`config.mk`:
```
export PLATFORM = sky130hd
export DESIGN_NAME = sysray_feeder
export DESIGN_NICKNAME = d
export VERILOG_FILES = /design/src/rtl/sysray_feeder.sv
export SDC_FILE = /design/constraint.sdc
export NUM_CORES = 1
export LEC_CHECK = 0
export CAP_MARGIN = 0
export CORE_MARGIN = 1
export CORE_UTILIZATION = 28
export DETAILED_ROUTE_END_ITERATION = 10
export PLACE_DENSITY_LB_ADDON = 0.3
export SYNTH_ARGS = -nofsm -noshare
export SYNTH_HDL_FRONTEND = slang
export SYNTH_SLANG_ARGS = --single-unit
export TNS_END_PERCENT = 100
```
`constraint.sdc`:
```
create_clock -name clk -period 18.65 [get_ports clk]
set_input_delay 5.595 -clock clk [delete_from_list [all_inputs] [get_ports clk]]
set_output_delay 5.595 -clock clk [all_outputs]
set_load 0.005 [all_outputs]
```
`src/rtl/sysray_feeder.sv`:
```
// rtl/sysray_feeder.sv - row-to-diagonal skew feeder driving the systolic array inputs
// Optional FEEDER_ZERO_GATE_EN: lane data forced to 0 on every invalid slot.
module sysray_feeder #(
  parameter int N      = 8,
  parameter int DATA_W = 8,
  parameter int LEN_W  = 16
) (
  input  logic                  clk,
  input  logic                  rst,
  input  logic                  start_i,
  input  logic [LEN_W-1:0]      len_i,
  input  logic                  row_valid_i,
  output logic                  row_ready_o,
  input  logic [N*DATA_W-1:0]   row_data_i,
  output logic [DATA_W-1:0]     sysdata_o [N],
  output logic [N-1:0]          valid_o,
  output logic                  busy_o,
  output logic                  done_o
);

  typedef enum logic [1:0] {IDLE, STREAM, DRAIN} state_t;

  // Drain counts 0..N-2; the extra edge is the one that accepted the last row.
  localparam int DCW = (N > 2) ? $clog2(N - 1) : 1;
  localparam logic [DCW-1:0] DRAIN_LAST = DCW'((N > 1) ? N - 2 : 0);

  state_t           state;
  logic [LEN_W-1:0] len_q;
  logic [LEN_W-1:0] acc_cnt;
  logic [DCW-1:0]   drain_cnt;
  logic             accept;

  assign row_ready_o = (state == STREAM) && (acc_cnt < len_q);
  assign accept      = row_valid_i && row_ready_o;

  always_ff @(posedge clk or posedge rst) begin
    if (rst) begin
      state     <= IDLE;
      len_q     <= '0;
      acc_cnt   <= '0;
      drain_cnt <= '0;
      busy_o    <= 1'b0;
      done_o    <= 1'b0;
    end else begin
      done_o <= 1'b0;
      case (state)
        IDLE: begin
          if (start_i) begin
            len_q   <= len_i;
            acc_cnt <= '0;
            if (len_i == '0) begin
              done_o <= 1'b1;
            end else begin
              state  <= STREAM;
              busy_o <= 1'b1;
            end
          end
        end
        STREAM: begin
          if (accept) begin
            acc_cnt <= acc_cnt + 1'b1;
            if (acc_cnt == len_q - 1'b1) begin
              if (N == 1) begin
                state  <= IDLE;
                busy_o <= 1'b0;
                done_o <= 1'b1;
              end else begin
                state     <= DRAIN;
                drain_cnt <= '0;
              end
            end
          end
        end
        DRAIN: begin
          if (drain_cnt == DRAIN_LAST) begin
            state  <= IDLE;
            busy_o <= 1'b0;
            done_o <= 1'b1;
          end else begin
            drain_cnt <= drain_cnt + 1'b1;
          end
        end
        default: state <= IDLE;
      endcase
    end
  end

  // Lane i is an (i+1)-deep {valid, data} shift register fed by the accept strobe.
  for (genvar i = 0; i < N; i++) begin : g_lane
    logic              st_v [i+1];
    logic [DATA_W-1:0] st_d [i+1];
    logic              in_v [i+1];
    logic [DATA_W-1:0] in_d [i+1];

    always_comb begin
      in_v[0] = accept;
      in_d[0] = row_data_i[i*DATA_W +: DATA_W];
      for (int j = 1; j <= i; j++) begin
        in_v[j] = st_v[j-1];
        in_d[j] = st_d[j-1];
      end
    end

    always_ff @(posedge clk or posedge rst) begin
      if (rst) begin
        for (int j = 0; j <= i; j++) begin
          st_v[j] <= 1'b0;
          st_d[j] <= '0;
        end
      end else begin
        for (int j = 0; j <= i; j++) begin
          st_v[j] <= in_v[j];
          if (in_v[j]) st_d[j] <= in_d[j];
`ifdef FEEDER_ZERO_GATE_EN
          else st_d[j] <= '0;
`endif
        end
      end
    end

    assign valid_o[i]   = st_v[i];
    assign sysdata_o[i] = st_d[i];
  end

endmodule

```
==> results of run 1 <==
[synthesized netlist by cell type, types with 2 or more instances]
cell type	n	area [um^2]
a2111oi_0	2	17.52
a211o_1	2	17.52
a211oi_1	2	15.01
a21oi_1	12	60.06
a31oi_1	2	12.51
and2_1	2	12.51
and3_1	5	31.28
and3b_1	2	17.52
and4b_1	2	20.02
buf_1	7	26.28
buf_4	2	15.01
clkbuf_1	34	127.6
dfrtp_1	335	8383
ha_1	20	250.2
inv_1	24	90.09
mux2_2	289	3254
nand2_1	37	138.9
nand3_1	7	35.03
nand4_1	11	68.82
nor2_1	17	63.81
nor2b_1	5	31.28
nor3_1	10	50.05
nor4_1	6	37.54
nor4_2	2	25.02
o2111ai_1	2	17.52
o211ai_1	2	15.01
o21ai_0	29	145.1
o31ai_1	2	15.01
or3_1	4	25.02
xnor2_1	8	70.07
xor2_1	18	157.7
[report_power, final]
part           switching, mW  leakage [nW]  internal, mW
Sequential             0.139          3.98         0.963
Clock                  0.291         0.619         0.464
Combinational          0.186          2.49         0.334
[area by class of cell]
class | instances | share of cell area [%]
clock buffer | 59 | 6.750
clock inverter | 9 | 0.7680
inverter | 24 | 0.5760
multi-input combinational | 516 | 28.14
sequential | 335 | 49.51
tap | 607 | 4.483
timing repair buffer | 168 | 9.778
[registers in the layout, summed over array words and instances (netlist names)]
name         count
g_lane.in_d    224
sysdata_o       56
acc_cnt         16
len_q           16
g_lane.st_d      8
g_lane.in_v      7
drain_cnt        3
state            2
busy_o           1
done_o           1
valid_o          1
[path summary, 6_finish.rpt]
check | to | cells after the start
max | row_ready_o | 6
min | g_lane[5].in_d[24] | 1
max reg2reg | acc_cnt[9] | 9
min reg2reg | g_lane[5].in_d[24] | 1
max in group asynchronous | g_lane[7].in_v[6] | 4
min in group asynchronous | g_lane[5].in_d[24] | 2
[cells by family after synthesis]
| logic type | share of synthesized area (%) |
|---|---|
| flops | 62.51 |
| simple gates | 4.599 |
| mux | 24.27 |
| buf+inv | 2.015 |
| compound gates | 3.051 |
| fa+ha+maj | 1.866 |
| xor+xnor | 1.698 |
[worst register-to-register path: cells and delay by family (launching register included)]
family,cells,cell delay [ps]
flops,1,480
buf+inv,1,630
fa+ha+maj,1,340
compound gates,3,920
simple gates,4,1660
[metal layers]
layer  vias to the layer above  wire length (um)  GRT usage [%]
li1                       3594                 -              -
met1                      4041             12840          15.91
met2                       155             12690          18.52
met3                        39              1819          3.612
met4                         0               638          4.399
met5                         -                 0              0
==> impl_metrics.csv, run 1 <==
group,metric,value,unit
run_status,status,"complete, but fails checks",
run_status,violations,"design-rule violations",
routing,firstDrtPassIters,9,
routing,vias,7829,
synth,synth-seq-cells,335,
synth,syn_nets,1023,
routing,routed_via_density,4.557,
critical_path,crit_start,"acc_cnt[13]",
clock_network,cts.sinks,335,
layout,final_common_cell,"dfrtp_1",
clock_network,cts_resized,0,
timing,period_minus_slack,8483,ps
critical_path,crit_arrival,2890,ps
die,initial_core_util,28.63,%
clock_network,cts_root_buf,"clkbuf_16",
place,place_area,15670,um^2
die,die_y,220.9,um
place,post-place-ws,9961,ps
die,boundaryPins,159,
grt,globalRouteOverflowTotal,0,
critical_path,critPathBufInv,1,
critical_path,critPathMaxFanout,10,
clock_network,cts_tree,"yes",
critical_path,worstPathRequired,13050,ps
timing,tns,0,ps
place,dp.cells,1650,
timing,slew_viol_final,0,
synth,synth-edff-count,0,
die,dieArea,48780,um^2
synth,ys_seq_area_share,62.51,%
place,dpl.hpwl,17580,um
pwr,finalPower,2.378,mW
clock_network,path_clk_slew,60,ps
timing,rsz0062_at_grt,"no",
grt,grt_max_degree,132,
critical_path,cp_slowest_cell,"a2111oi_0",
timing,slew_headroom,34.73,%
place,place_congestion,0.7892,
timing,period_share,45.48,%
pwr,leakage,7.084,nW
die,die_x,220.9,um
layout,fill_cells,4594,
layout,layout_common_cells,"dfrtp_1 (331), mux2_2 (289), clkdlybuf4s50_1 (158), clkbuf_16 (41), nand2_1 (37)",
die,std_cell_rows,79,
pwr,ir_drop,0.00006497,V
critical_path,reg2reg_slack,14550,ps
layout,fin_area,16940,um^2
job,max_cap_violations,0,
die,design.core.area,46850,um^2
routing,final_antenna_net_count,0,
clock_network,htreeDepth,2,
critical_path,timing.rr.start,"acc_cnt[13]",
critical_path,critPathKind,"reg2out",
timing,fmax,117.9,MHz
layout,final_cells,1718,
synth,syn_area,13410,um^2
layout,multi_input_area,4767,um^2
critical_path,end_kind,"output pin",
timing,setup_viol,0,
clock_network,numCtsBuffers,40,
place,numPortBuffers,158,
critical_path,path_cells,"ha_1 > a21oi_1 > nor2_1 > a2111oi_0 > and3b_1 > clkdlybuf4s50_1",
layout,register_area,8388,um^2
layout,final_nets,1189,
routing,routedWlPerCell,16.29,um
timing,tightest_slew,979.1,ps
layout,diodes,0,
timing,holdWs,494.2,ps
clock_network,post_cts_buffers,0,
routing,drc_errors,8,
synth,synth_cells,919,
synth,ys_async_sr_fraction,100.0,%
critical_path,startpoint_type,"flip-flop",
layout,drive_above_1_share,33.21,%
timing,finalClockSkew,9.254,ps
synth,synthFlopType,"dfrtp_1",
synth,syn_area_per_cell,14.59,um^2
routing,routed_wl,27990,um
clock_network,cts_buffer_depth,3,
critical_path,path_delay_family,"compound AO/OA/AOI/OAI gates",
critical_path,critical-path-max-stage-delay,600,ps
clock_network,clkLatencyLatePin,530,ps
synth,synth_cell_types,48,
timing,final_hold_viol_count,0,
timing,setup_ws,10170,ps
grt,grt_antenna_before_repair,1,
pwr,power_density,140.3,nW/um^2
grt,track_usage,12.01,%
grt,grt_pass1_wl,46840,um
grt,grt_pass1_vias,8457,
worst_hold_path,hold_start,"g_lane[5].in_d[32]",
synth,synth_warnings,0,
layout,synthToLayoutAreaGrowth,26.33,%
routing,drtIter0Drc,424,
worst_hold_path,min_path_type,"reg2reg",
clock_network,hold_buffers,0,
layout,finalCoreUtilization,36.16,%
Note: power is estimated with default switching activity, not from simulation.
==> inputs of run 2 (changes only) <==
==> constraint.sdc (replaced) <==
create_clock -name clk -period 8.8 [get_ports clk]
set_input_delay 2.64 -clock clk [delete_from_list [all_inputs] [get_ports clk]]
set_output_delay 2.64 -clock clk [all_outputs]
set_load 0.005 [all_outputs]
==> run 2 against run 1 <==
The flow still finishes with violations (design-rule violations). Clock power rose by 110%. Hold slack got worse by 2.0 ps. Via count fell by 0.34%. Critical endpoint unchanged.
==> impl_metrics.csv, run 2 (synthesis gave the netlist of run 1 again) <==
group,metric,value,unit
place,numPortBuffers,158,
die,die_x,220.9,um
critical_path,end_kind,"output pin",
clock_network,cts_root_buf,"clkbuf_16",
run_status,status,"complete, but fails checks",
pwr,power_density,296.1,nW/um^2
layout,fin_area,16950,um^2
critical_path,path_delay_family,"compound AO/OA/AOI/OAI gates",
layout,layout_common_cells,"dfrtp_1 (331), mux2_2 (289), clkdlybuf4s50_1 (158), clkbuf_16 (40), nand2_1 (37)",
routing,firstDrtPassIters,7,
layout,synthToLayoutAreaGrowth,26.37,%
timing,setup_ws,3307,ps
critical_path,timing.rr.start,"acc_cnt[13]",
clock_network,path_clk_slew,60,ps
layout,final_nets,1188,
grt,grt_antenna_before_repair,3,
timing,period_share,62.42,%
clock_network,cts_tree,"yes",
routing,final_antenna_net_count,0,
clock_network,post_cts_buffers,0,
timing,final_hold_viol_count,0,
critical_path,reg2reg_slack,5320,ps
pwr,ir_drop,0.0001343,V
layout,drive_above_1_share,33.48,%
grt,grt_pass1_vias,8214,
clock_network,cts.sinks,335,
critical_path,crit_arrival,2850,ps
die,die_y,220.9,um
die,std_cell_rows,79,
pwr,leakage,7.080,nW
clock_network,numCtsBuffers,39,
routing,routed_via_density,4.541,
critical_path,path_cells,"ha_1 > a21oi_1 > nor2_1 > a2111oi_0 > and3b_1 > clkdlybuf4s50_1",
clock_network,htreeDepth,2,
critical_path,critPathKind,"reg2out",
layout,diodes,0,
timing,rsz0062_at_grt,"no",
layout,final_cells,1718,
timing,fmax,182.0,MHz
grt,grt_pass1_wl,46610,um
clock_network,hold_buffers,0,
timing,setup_viol,0,
grt,globalRouteOverflowTotal,0,
timing,slew_viol_final,0,
run_status,violations,"design-rule violations",
routing,drc_errors,7,
critical_path,critPathMaxFanout,10,
routing,vias,7802,
worst_hold_path,min_path_cells,1,
timing,slew_headroom,35.39,%
critical_path,reg2reg_to,"g_lane[0].st_d[5]",
layout,finalCoreUtilization,36.17,%
routing,routed_wl,28150,um
timing,period_minus_slack,5493,ps
place,place_congestion,0.8062,
layout,largest_reg_flops,224,
clock_network,clkLatencyLatePin,550,ps
pwr,finalPower,5.019,mW
place,dp.cells,1650,
job,max_cap_violations,0,
critical_path,startpoint_type,"flip-flop",
worst_hold_path,hold_start,"g_lane[2].in_d[10]",
timing,holdWs,492.3,ps
critical_path,worstPathRequired,6160,ps
worst_hold_path,whs_endpoint,"g_lane[2].in_d[2]",
routing,routedWlPerCell,16.38,um
place,place_area,15690,um^2
die,boundaryPins,159,
timing,finalClockSkew,20.94,ps
grt,track_usage,12.05,%
critical_path,cp_slowest_cell,"a2111oi_0",
critical_path,rr_worst_depth,7,
routing,drtIter0Drc,377,
critical_path,critical-path-max-stage-delay,520,ps
die,dieArea,48780,um^2
grt,grt_max_degree,163,
die,design.core.area,46850,um^2
timing,tns,0,ps
place,post-place-ws,3734,ps
timing,tightest_slew,969.2,ps
layout,final_common_cell,"dfrtp_1",
clock_network,cts_buffer_depth,3,
critical_path,critPathBufInv,1,
die,initial_core_util,28.63,%
worst_hold_path,min_path_type,"reg2reg",
clock_network,cts_resized,0,
place,dpl.hpwl,17510,um
[run 2: how the worst max path moves through the flow]
stage                     start           endpoint  cells after the start
floorplan                   rst         acc_cnt[0]                      1
global placement    row_valid_i  g_lane[0].st_d[2]                      4
detailed placement  row_valid_i  g_lane[0].st_d[5]                      4
CTS                 acc_cnt[13]        row_ready_o                      6
global route        acc_cnt[13]        row_ready_o                      6
finish              acc_cnt[13]        row_ready_o                      6
[run 2: layout make-up]
class                      instances  area (um^2)
fill                            4618        29900
sequential                       335         8388
multi-input combinational        516         4767
timing repair buffer             168         1682
clock buffer                      56         1121
tap                              607        759.5
clock inverter                    12        137.6
inverter                          24        93.84
[run 2: per-layer routing]
layer	track usage, %	vias up	part of all wire (%)
met5	0	-	0.089
met4	4.151	4	2.5
met3	3.997	58	6.5
met2	18.58	172	45
met1	15.81	3982	46
li1	-	3586	-
[run 2: where the power goes]
group / internal [mW] / switching [mW]
combinational: 0.710 / 0.400
clock: 0.947 / 0.639
sequential: 2.04 / 0.283
total: 3.70 / 1.32
==> RTL edit 1: new RTL, config.mk and constraints of run 1 <==
Reset style: synchronous (`rst`), changed in 2 clocked blocks.
--- a/src/rtl/sysray_feeder.sv
+++ b/src/rtl/sysray_feeder.sv
@@ -35,3 +35,3 @@
 
-  always_ff @(posedge clk or posedge rst) begin
+  always_ff @(posedge clk) begin
     if (rst) begin
@@ -103,3 +103,3 @@
 
-    always_ff @(posedge clk or posedge rst) begin
+    always_ff @(posedge clk) begin
       if (rst) begin
Function: differs if rst is asserted again (counterexample within 4 cycles, from zero or initial values and one cycle with rst high); with rst held inactive, the same outputs for 4 cycles.
==> RTL edit 1 against run 1 <==
Critical path depth rose by 1. Hold slack lost 32 ps. Area after synthesis rose by 3.5%. Sequential cell count is 8 higher. Worst setup slack better by 200 ps. Final area up 2.5%. Routed wire length down 15%. Synthesized cell count up 9.7%.
Power is not compared: it rests on default switching activity, and its combinational part moved more than twofold at a synthesized area within 25%.
==> RTL edit 1: results (changes against run 1) <==
----------------------------------------------------
[Status]
  Run status ... finished, final reports clean

[Place]
  Placer's final routability congestion estimate ... 0.844 (+6.9%)
  Post-placement worst setup slack ... 10480 ps (+523 ps)
  Half-perimeter wire length of the detailed placement result ... 16200 um (-7.9%)
  Number of buffers added on ports ... 158 (unchanged)
  Placed Area ... 0.0161 mm2 (+2.6%)

[Global route]
  Largest net degree at the start of global routing ... 66 (-50%)
  First-pass GRT wire length ... 38500 um (-18%)
  Initial antenna violation count ... 0 (-1)
  Met2 routing resource usage after global routing ... 15.1% (-3.4 points)
  GR Util All Layers ... 9.57% (-2.4 points)
  Met1 track demand over resource in global routing ... 12.1% (-3.8 points)
  Met3 demand-to-capacity share in global routing ... 3.08% (-0.53 points)

[Layout]
  Flip-flop count of the largest register after layout ... 288 (+29%)
  Fill cell instance count of the final layout ... 4740 (+3.2%)
  Proportion of layout cells with a drive suffix above 1 ... 7.66% (-26 points)
  Count of nets after finishing ... 1261 (+6.1%)

[Logic synthesis]
  Sequential-to-total area share from yosys stat ... 70.2% (+7.7 points)
  Cell types with the highest counts after synthesis ... 288 x sky130_fd_sc_hd__edfxtp_1, 202 x sky130_fd_sc_hd__and2_1, 92 x sky130_fd_sc_hd__nor2b_1, 55 x sky130_fd_sc_hd__dfxtp_1, 51 x sky130_fd_sc_hd__nand2_1
  Async set-reset flop share out of synthesis ... 0% (-100 points)
  Mapped Nets ... 1112 (+8.7%)
  Post-Synth XOR/XNOR Area ... 2.33% (+0.64 points)
  Distinct cell type count after synthesis ... 59 (+23%)
  Most frequently used flop master after synthesis ... sky130_fd_sc_hd__edfxtp_1
  Share of synthesized area spent on multiplexers ... 0% (-24 points)
  Number of synthesized flops with an enable pin ... 288 (+288)
  Leading cell types by total area after synthesis ... sky130_fd_sc_hd__edfxtp_1 62%, sky130_fd_sc_hd__and2_1 9.1%, sky130_fd_sc_hd__dfxtp_1 7.9%
  Compound-gate portion of the synthesized area ... 3.65% (+0.60 points)
  Synth top area share ... 62.3% (-0.23 points)

[Detailed routing]
  Routed wire length ... 23800 um (-15%)
  Number of iterations in the first detailed-routing pass ... 4 (-5)
  Drt initial violations ... 318 (-25%)
  Via count ... 7490 (-4.3%)

[Critical path]
  Crit path max-delay cell type ... sky130_fd_sc_hd__clkdlybuf4s50_1
  Critical-path maximum fanout ... 7 (-3)
  CP max stage delay ... 520 ps (-80 ps)
  Depth of the worst register-to-register path ... 10 (+1)
  Arrival @ worst endpoint ... 2690 ps (-200 ps)

[Clock tree]
  Latest clock arrival within the worst-skew pair ... 550 ps (+20 ps)
  Clock buffers created by TritonCTS ... 39 (-2.5%)

[Timing]
  Worst setup skew after layout ... 27.7 ps (+18.5 ps)
  Slew margin rel. ... 22.0% (-13 points)

----------------------------------------------------
RTL edit 1: worst max-delay path: cells and delay by family (launching register included):
kind	cells	cell delay, ps
adders and majority gates	1	320
DFF	1	510
buffers and inverters	2	630
and+or+nand+nor	1	240
AOI/OAI and AO/OA	3	470
RTL edit 1: per-layer routing:
| layer | wire (um) | share of wire, % |
|---|---|---|
| met5 | 0 | 0 |
| met4 | 636 | 2.7 |
| met3 | 1600 | 6.7 |
| met2 | 10800 | 45 |
| met1 | 10800 | 45 |
RTL edit 1: metrics by stage:
step,instances,power [W],hold slack [ps],util (%)
2_1_floorplan,1008,0.000951,428,-
3_3_place_gp,1780,0.00100,458,32.8
3_5_place_dp,1780,0.00100,449,32.8
4_1_cts,1852,0.00177,457,35.5
5_1_grt,1852,0.00181,478,35.5
6_report,1852,0.00175,462,35.5
RTL edit 1: final timing paths:
kind                           endpoint  slack (ps)      from
setup / recovery            row_ready_o       10360  len_q[9]
setup reg to reg  g_lane[4].st_d[0][38]       15410  len_q[9]
hold reg to reg                  done_o         460  state[0]
hold / removal                   done_o         460  state[0]
RTL edit 1: area by class of cell:
class / instances / area share, %
flip-flops and latches: 343 / 56.1
multi-input cells: 589 / 21.9
repair buffers: 161 / 9.22
clock buffers: 53 / 6.22
well taps: 664 / 4.78
clock inverters: 19 / 1.20
inverters: 23 / 0.497
RTL edit 1: power by group through the flow:
stage	combinational (W)	clock (W)	sequential (W)
floorplan	0.0000581	0	0.000893
global placement	0.000104	0	0.000898
detailed placement	0.000105	0	0.000898
CTS	0.000106	0.000784	0.000883
global route	0.000115	0.000814	0.000886
finish	0.000103	0.000762	0.000882
RTL edit 1: cells by family after synthesis:
family                     count (synthesis)
AOI/OAI and AO/OA                         74
xor gates and xnor gates                  37
adders and majority gates                 20
buffers and inverters                     76
DFF                                      343
and+or+nand+nor                          458
==> RTL edit 2: new RTL, flow settings as in run 1 <==
Made on the original files. Build with the macro `FEEDER_ZERO_GATE_EN` defined.
--- a/src/rtl/sysray_feeder.sv
+++ b/src/rtl/sysray_feeder.sv
@@ -2,2 +2,4 @@
 // Optional FEEDER_ZERO_GATE_EN: lane data forced to 0 on every invalid slot.
+`define FEEDER_ZERO_GATE_EN
+
 module sysray_feeder #(
Function: changed (a bounded check fails within 4 cycles, from zero or initial values and one cycle with rst high).
==> RTL edit 2 against run 1 <==
Sequential cell count unchanged. Worst setup slack better by 72 ps. Via count shrank 12%. Area after synthesis shrank 9.7%. Routed wire length fell by 15%. Final area is 8.0% lower. Critical path type unchanged.
Power is not compared: it rests on default switching activity, and its combinational part moved more than twofold at a synthesized area within 25%.
==> RTL edit 2: results (changes against run 1) <==
----------------------------------------------------
[Status]
  Run status ... finished, final reports clean

[Global route]
  GR Util All Layers ... 11.3% (-0.69 points)
  Number of global-route vias before repair ... 6956 (-18%)
  First-pass GRT wire length ... 38600 um (-17%)
  Initial antenna violation count ... 6 (+5)

[Logic synthesis]
  Mapped Nets ... 1033 (+0.98%)
  Distinct cell type count after synthesis ... 58 (+21%)
  Leading cell types by total area after synthesis ... sky130_fd_sc_hd__dfrtp_1 69%, sky130_fd_sc_hd__and2_1 15%, sky130_fd_sc_hd__ha_1 2.1%
  Mean instance size in the synthesized netlist ... 13.0 um2 (-11%)
  Cell types with the highest counts after synthesis ... 335 x sky130_fd_sc_hd__dfrtp_1, 289 x sky130_fd_sc_hd__and2_1, 35 x sky130_fd_sc_hd__nand2_1, 33 x sky130_fd_sc_hd__clkbuf_1, 25 x sky130_fd_sc_hd__inv_1
  Sequential-to-total area share from yosys stat ... 69.2% (+6.7 points)
  YS warnings ... 0 (unchanged)

[Layout]
  Proportion of layout cells with a drive suffix above 1 ... 7.56% (-26 points)
  Count of nets after finishing ... 1201 (+1.0%)

[Timing]
  Worst setup skew after layout ... 15.4 ps (+6.16 ps)
  Slew at the pin with the worst max-slew slack ... 1060 ps (+77.5 ps)

[Place]
  Half-perimeter wire length of the detailed placement result ... 15700 um (-11%)
  Number of cells in the design after placement ... 1635 (-0.91%)
  Placed Area ... 0.0143 mm2 (-8.5%)
  Placer's final routability congestion estimate ... 0.835 (+5.8%)

[Critical path]
  CP max stage delay ... 500 ps (-100 ps)
  Crit path max-delay cell type ... sky130_fd_sc_hd__clkdlybuf4s50_1
  Arrival @ worst endpoint ... 2820 ps (-70 ps)
  Worst R2R End ... drain_cnt[1]
  Gate family responsible for the most delay along the worst path ... buffers and inverters
  Register-to-register path setup slack ... 15460 ps (+910 ps)
  Critical register-to-register path startpoint ... len_q[9]
  Critical-path maximum fanout ... 6 (-4)

[Detailed routing]
  Routed length per instance ... 13.9 um (-14%)
  Ratio of routed vias to standard cells ... 4.05 (-11%)
  Number of iterations in the first detailed-routing pass ... 4 (-5)
  Routed wire length ... 23800 um (-15%)
  Drt initial violations ... 401 (-5.4%)

[Power and ir drop]
  Net switching power figure ... 0.000434 W

[Clock tree]
  Clock buffers created by TritonCTS ... 37 (-7.5%)
  Latest clock arrival within the worst-skew pair ... 550 ps (+20 ps)

----------------------------------------------------
-- RTL edit 2: worst min-delay path by stage --
stage,to,slack (ps),start,cells after the start
floorplan,g_lane[7].in_v[5],390,g_lane[7].in_v[6],0
finish,g_lane[7].in_d[7],440,g_lane[7].in_d[15],1
detailed placement,g_lane[3].in_d[15],440,g_lane[3].in_d[23],1
global placement,sysdata_o[40],430,g_lane[2].in_d[0],1
global route,g_lane[7].in_d[7],460,g_lane[7].in_d[15],1
CTS,sysdata_o[28],440,g_lane[4].in_d[4],1
-- RTL edit 2: metrics by stage --
step / setup WS (ps) / power [W]
floorplan: 3770 / 0.000941
global placement: 10240 / 0.00101
detailed placement: 10170 / 0.00102
CTS: 10180 / 0.00177
global route: 10060 / 0.00183
finish: 10240 / 0.00174
-- RTL edit 2: cells by family (layout without fill, tap and decap cells) --
logic type / after synthesis / count (layout) / synth area share (%)
DFF: 335 / 335 / 69.2
xor gates and xnor gates: 26 / 26 / 1.88
adders and majority gates: 20 / 20 / 2.07
AOI/OAI and AO/OA: 68 / 68 / 3.48
and+or+nand+nor: 413 / 413 / 20.9
other: 0 / 3 / 0
buffers and inverters: 62 / 258 / 2.02
muxes: 5 / 5 / 0.413
-- RTL edit 2: cell type report --
class                           instances  area [um2]
Timing Repair Buffer                  165        1630
Tap cell                              577         722
Multi-Input combinational cell        532        3490
Clock inverter                         14         181
Clock buffer                           53        1070
Antenna cell                            3        7.51
Fill cell                            4090       26700
Inverter                               26         105
Sequential cell                       335        8380
-- RTL edit 2: layer usage --
layer	vias up	share of wire (%)	GRT usage, %	wire length [um]
met5	-	0.24	0	57
met3	57	7.6	3.93	1810
met2	156	46	17.5	10900
li1	3339	-	-	-
met4	8	2.8	4.68	658
met1	3352	43	14.5	10300
